File: config.mk
export PLATFORM = sky130hd
export DESIGN_NAME = sba_bus_adapter
export DESIGN_NICKNAME = d
export VERILOG_FILES = /design/src/rtl/sba_bus_adapter.sv
export SDC_FILE = /design/constraint.sdc
export NUM_CORES = 1
export LEC_CHECK = 0
export ABC_AREA = 1
export CAP_MARGIN = 20
export CORE_MARGIN = 10
export CORE_UTILIZATION = 25
export DETAILED_ROUTE_END_ITERATION = 8
export SYNTH_ARGS = -nofsm -noshare
export SYNTH_HDL_FRONTEND = slang
export SYNTH_SLANG_ARGS = --single-unit
File: constraint.sdc
create_clock -name clk_i -period 2.4 [get_ports clk_i]
set_input_delay 0.6 -clock clk_i [delete_from_list [all_inputs] [get_ports clk_i]]
set_output_delay 0.6 -clock clk_i [all_outputs]
set_load 0.02 [all_outputs]
File: src/rtl/sba_bus_adapter.sv
// Debug-module system-bus to single-port memory adapter: range check, one
// outstanding transaction, bounded wait with timeout abort.
module sba_bus_adapter #(
    parameter logic [31:0] ADDR_LO        = 32'h0000_0000,
    parameter logic [31:0] ADDR_HI        = 32'h0000_FFFF,
    parameter int unsigned TIMEOUT_CYCLES = 64
) (
    input  logic        clk_i,
    input  logic        rst_i,

    input  logic        dm_req_i,
    input  logic [31:0] dm_addr_i,
    input  logic        dm_we_i,
    input  logic [3:0]  dm_be_i,
    input  logic [31:0] dm_wdata_i,
    output logic        dm_gnt_o,
    output logic        dm_rvalid_o,
    output logic [31:0] dm_rdata_o,
    output logic        dm_err_o,
    output logic        dm_other_err_o,

    output logic        mem_req_o,
    output logic [31:0] mem_addr_o,
    output logic        mem_we_o,
    output logic [3:0]  mem_be_o,
    output logic [31:0] mem_wdata_o,
    input  logic        mem_gnt_i,
    input  logic        mem_rvalid_i,
    input  logic [31:0] mem_rdata_i
);

    typedef enum logic [2:0] {
        S_IDLE,
        S_REQ,
        S_WAIT,
        S_RESP,
        S_ERR
    } state_t;

    localparam logic [15:0] TO_LAST     = 16'(TIMEOUT_CYCLES - 1);
    localparam logic [31:0] SPAN        = ADDR_HI - ADDR_LO;
    localparam logic        RANGE_VALID = (ADDR_HI >= ADDR_LO);

    state_t      r_state;
    logic [15:0] r_cnt;
    logic [31:0] r_addr;
    logic        r_we;
    logic [3:0]  r_be;
    logic [31:0] r_wdata;
    logic        r_mem_req;
    logic        r_rvalid;
    logic [31:0] r_rdata;
    logic        r_err;
    logic        r_other_err;

    logic        w_grant;
    logic [31:0] w_offset;
    logic        w_in_range;
    logic        w_cnt_last;

    assign w_grant    = (r_state == S_IDLE) & dm_req_i & ~rst_i;
    // Offset-from-base compare covers LO <= addr <= HI with a single unsigned test.
    assign w_offset   = dm_addr_i - ADDR_LO;
    assign w_in_range = RANGE_VALID && (w_offset <= SPAN);
    assign w_cnt_last = (r_cnt >= TO_LAST);

    assign dm_gnt_o       = w_grant;
    assign dm_rvalid_o    = r_rvalid;
    assign dm_rdata_o     = r_rdata;
    assign dm_err_o       = r_err;
    assign dm_other_err_o = r_other_err;
    assign mem_req_o      = r_mem_req;
    assign mem_addr_o     = r_addr;
    assign mem_we_o       = r_we;
    assign mem_be_o       = r_be;
    assign mem_wdata_o    = r_wdata;

    always_ff @(posedge clk_i) begin
        if (rst_i) begin
            r_state     <= S_IDLE;
            r_cnt       <= '0;
            r_addr      <= '0;
            r_we        <= 1'b0;
            r_be        <= '0;
            r_wdata     <= '0;
            r_mem_req   <= 1'b0;
            r_rvalid    <= 1'b0;
            r_rdata     <= '0;
            r_err       <= 1'b0;
            r_other_err <= 1'b0;
        end else begin
            r_rvalid    <= 1'b0;
            r_rdata     <= '0;
            r_err       <= 1'b0;
            r_other_err <= 1'b0;
            case (r_state)
                S_IDLE: begin
                    if (w_grant) begin
                        r_addr  <= dm_addr_i;
                        r_we    <= dm_we_i;
                        r_be    <= dm_be_i;
                        r_wdata <= dm_wdata_i;
                        r_cnt   <= '0;
                        if (w_in_range) begin
                            r_state   <= S_REQ;
                            r_mem_req <= 1'b1;
                        end else begin
                            r_state  <= S_ERR;
                            r_rvalid <= 1'b1;
                            r_err    <= 1'b1;
                        end
                    end
                end
                S_REQ: begin
                    r_cnt <= r_cnt + 16'd1;
                    // Memory progress wins over a timeout landing in the same cycle.
                    if (mem_gnt_i) begin
                        r_mem_req <= 1'b0;
                        if (mem_rvalid_i) begin
                            r_state  <= S_RESP;
                            r_rvalid <= 1'b1;
                            r_rdata  <= r_we ? '0 : mem_rdata_i;
                        end else begin
                            r_state <= S_WAIT;
                        end
                    end else if (w_cnt_last) begin
                        r_state     <= S_ERR;
                        r_mem_req   <= 1'b0;
                        r_rvalid    <= 1'b1;
                        r_other_err <= 1'b1;
                    end
                end
                S_WAIT: begin
                    r_cnt <= r_cnt + 16'd1;
                    if (mem_rvalid_i) begin
                        r_state  <= S_RESP;
                        r_rvalid <= 1'b1;
                        r_rdata  <= r_we ? '0 : mem_rdata_i;
                    end else if (w_cnt_last) begin
                        r_state     <= S_ERR;
                        r_rvalid    <= 1'b1;
                        r_other_err <= 1'b1;
                    end
                end
                S_RESP:  r_state <= S_IDLE;
                S_ERR:   r_state <= S_IDLE;
                default: r_state <= S_IDLE;
            endcase
        end
    end

endmodule

==> reports/qor.txt, run 1 <==
================================================================================
Synth top area cells .............................................. dfxtp_1 54%, a22o_1 12%, nor3b_2 8.2%, nand2_1 5.6%, buf_6 3.7%
Growth of design area from synthesis to finish ....................        63.8%
Length of the first detailed-routing pass in iterations ...........            4
Number of synthesized flops with an enable pin ....................            0
Max VDD drop ......................................................     0.486 mV
Maximum number of pins on one net before global-route repair ......           65
GRT Util Overall ..................................................        0.124
Total wire length ................................................. 15400 microns
RSZ-0062 raised after global routing ..............................           no
Highest clock frequency the design can meet .......................      437 MHz
Clock latency at the later pin of the worst-skew pair .............      0.42 ns
Cell seen most often among critical-path stages ...................        inv_2
Buffers on Ports ..................................................          211
Layout Nets .......................................................          777
Chain of cells forming the critical path .......................... clkdlybuf4s50_1, inv_2, nand3_4, inv_2, dlygate4sd2_1
Hold worst-path end ............................................... mem_addr_o[16]$_SDFFE_PP0P_
Netlist area before placement .....................................   4590 sq um
Kind of critical path .............................................    in -> out
Leak Pwr ..........................................................      2.89 nW
Synthesized flop and latch total ..................................          124
Clock-pin slew on the worst setup and hold paths ..................      0.05 ns
Worst slew margin .................................................        0.536
Die boundary height ...............................................  155 microns
Clock tree from TritonCTS .........................................         done
Netlist cell types ................................................           28
Async set-or-reset flop fraction in the synthesized netlist .......            0
Inserted Diodes ...................................................            0
Outcome ...........................................................    completed
# rows ............................................................           49
First DRT Iteration DRCs ..........................................          240
Number of cells produced by synthesis .............................          452
Data arrival time of the worst path ...............................      1.69 ns
Kind of path behind the tightest hold check .......................   reg -> reg
Routability congestion estimate from global placement .............        0.870
Crit path required time ...........................................      1.80 ns
Wirelength per Cell ............................................... 16.9 microns
Hold Path Stages ..................................................            2
Number of antenna violations at the first check in global routing .            0
Hold Violations, Final ............................................            0
End of the worst register-to-register path ........................ dm_rvalid_o$_SDFF_PP0_
Layout cells sized above 1 ........................................        0.135
Total power .......................................................      5.54 mW
Pin slew with the least headroom to its limit .....................     0.696 ns
Post-synth top area cell ..........................................      dfxtp_1
Final Setup Violations ............................................            0
Number of CTS-inserted buffers ....................................           17
Power density relative to cell area ...............................  737 nW/um^2
Largest incremental delay on the critical path ....................      0.49 ns
Detailed placement HPWL ........................................... 11700 microns
Final worst clock skew ............................................    0.0129 ns
Number of vias per cell ...........................................         4.50
Number of global-route vias before repair .........................         4240
DIE AREA ..........................................................  24200 sq um
Post-synth net total ..............................................          559
Yosys warning total ...............................................            0
Clock tree buffer depth ...........................................            2
Starting density of the core ......................................        0.255
Wire length of the first global-routing pass ...................... 23800 microns
Gr ovfl total .....................................................            0
Cells on worst reg2reg path .......................................           10
Number of sinks driven by the clock tree ..........................          124
Setup crit end kind ...............................................   output pin
Final standard cell utilization of the core .......................        0.417
Critical-path top delay cell ...................................... clkdlybuf4s50_1
Reported max-cap violation count ..................................            0
Avg Synthesized Cell Area .........................................   10.2 sq um
Type of origin of the critical path ...............................    input pin
Startpoint of the most critical register-to-register path ......... r_state[0]$_SDFFE_PP0N_
Residual DRC ......................................................            0
Final Max Tran Viols ..............................................            0
Post-layout minimum cycle time ....................................      2.29 ns
Final clock period utilization by the worst path ..................        0.954
Routed via count ..................................................         4108
Horizontal die dimension ..........................................  155 microns
Top fanout value on the critical path .............................            2
Area share of the leading cell type in the synthesized netlist ....        0.541
R2R Setup Slk .....................................................      0.58 ns
CTS HTree Levels ..................................................            4
Count of antenna-violating nets left after detailed routing .......            0
Root buffer selected by CTS .......................................    clkbuf_16
Boundary Pins .....................................................          212
Primary FF master, synth ..........................................      dfxtp_1
Core ar. ..........................................................  18000 sq um
Sequential fraction of the synthesis area .........................        0.541
Hold Path Origin .................................................. mem_addr_o[16]$_SDFFE_PP0P_
# Post-CTS Setup Buffers ..........................................            0
================================================================================
area by class of cell:
cell class	count	area [sq um]
fillers	1740	10500
flip-flops and latches	124	2480
repair buffers	222	2230
multi-input cells	269	1770
clock buffers	21	470
well taps	229	287
clock inverters	11	141
inverters	36	135
layout by cell type, fill, tap and decap left out, types with 2 or more instances in the layout:
master and n:
a21oi_1 14, a22o_1 63, buf_12 3, buf_4 8
bufinv_16 3, clkbuf_16 17, clkbuf_8 3, clkdlybuf4s50_1 210
clkinv_2 4, clkinvlp_4 3, dfxtp_1 124, inv_1 30
inv_2 6, nand2_1 69, nand2_2 6, nand3_1 18
nand3_4 2, nand4_1 7, nor2_1 33, nor2_4 2
nor3_1 4, nor3b_1 2, nor3b_2 30, o21ai_0 11
stage by stage:
step | cell area (sq um) | setup slack (ns) | hold slack, ns | setup TNS, ns | std cells
3_3_place_gp | 6910 | -0.205 | 0.441 | -0.205 | 880
4_1_cts | 7520 | 0.0827 | 0.464 | 0 | 912
2_1_floorplan | 4590 | 0.524 | 0.450 | 0 | 452
6_report | 7520 | 0.110 | 0.460 | 0 | 912
3_5_place_dp | 6910 | -0.179 | 0.450 | -0.179 | 880
5_1_grt | 7520 | 0.0611 | 0.479 | 0 | 912
where the power goes:
part,internal [mW],total (mW),switching (mW)
combinational,0.390,0.709,0.319
clock,1.71,2.63,0.920
sequential,2.15,2.20,0.0479
total,4.25,5.54,1.29
sequential cells by signal (all words and copies together), names as in the netlist:
name,cells
dm_err_o,1
dm_other_err_o,1
dm_rdata_o,32
dm_rvalid_o,1
mem_addr_o,32
mem_be_o,4
mem_req_o,1
mem_wdata_o,32
mem_we_o,1
r_cnt,16
r_state,3
synth_stat cells, types with 2 or more instances:
master and instances:
nor3b_1 2, inv_2 6, a22o_1 63, nor3_1 4
inv_1 30, nand3_4 2, buf_2 5, a21oi_1 14
nand2_1 69, dfxtp_1 124, nor2_1 34, nor3b_2 30
nand3_1 18, nand4_1 7, buf_6 15, clkbuf_1 2
o21ai_0 11, nand2_2 6
worst max-delay path by stage:
stage | from | slack, ns | cells past startpoint | to
floorplan | rst_i | 0.52 | 5 | dm_gnt_o
global placement | rst_i | -0.21 | 5 | dm_gnt_o
detailed placement | rst_i | -0.18 | 5 | dm_gnt_o
CTS | rst_i | 0.08 | 5 | dm_gnt_o
global route | rst_i | 0.06 | 5 | dm_gnt_o
finish | rst_i | 0.11 | 5 | dm_gnt_o
layer usage:
| layer | vias to the layer above | share of wire | track usage |
|---|---|---|---|
| li1 | 1995 | - | - |
| met5 | - | 0 | 0 |
| met2 | 151 | 0.51 | 0.210 |
| met3 | 10 | 0.082 | 0.0477 |
| met1 | 1952 | 0.40 | 0.137 |
| met4 | 0 | 0.013 | 0.0468 |
critical path, delay by kind of cell:
family        cells  cell delay [ns]
simple gates      1             0.08
buf+inv           4             1.01
kinds of logic (layout without fill, tap and decap cells):
family	Yosys count	in the layout	share of synthesized area
AO/OA/AOI/OAI	92	92	0.154
adder cells (fa/ha/maj)	1	1	0.00273
buffers and inverters	59	290	0.0750
flip-flops	124	124	0.541
AND/OR/NAND/NOR	176	176	0.227
what timing repair did:
item / 4_1_cts / 5_1_grt
endpoints found under the hold margin: 0 / 0
hold buffers: 0 / 0
setup endpoints to repair: 1 / 0
resized for setup: 1 / 0
Note: power is estimated with default switching activity, not from simulation.
==> inputs of run 2 (changes only) <==
SLEW_MARGIN = 25   (was unset)
==> results of run 2 <==
Final layout, timing and power as in run 1 (identical DEF).
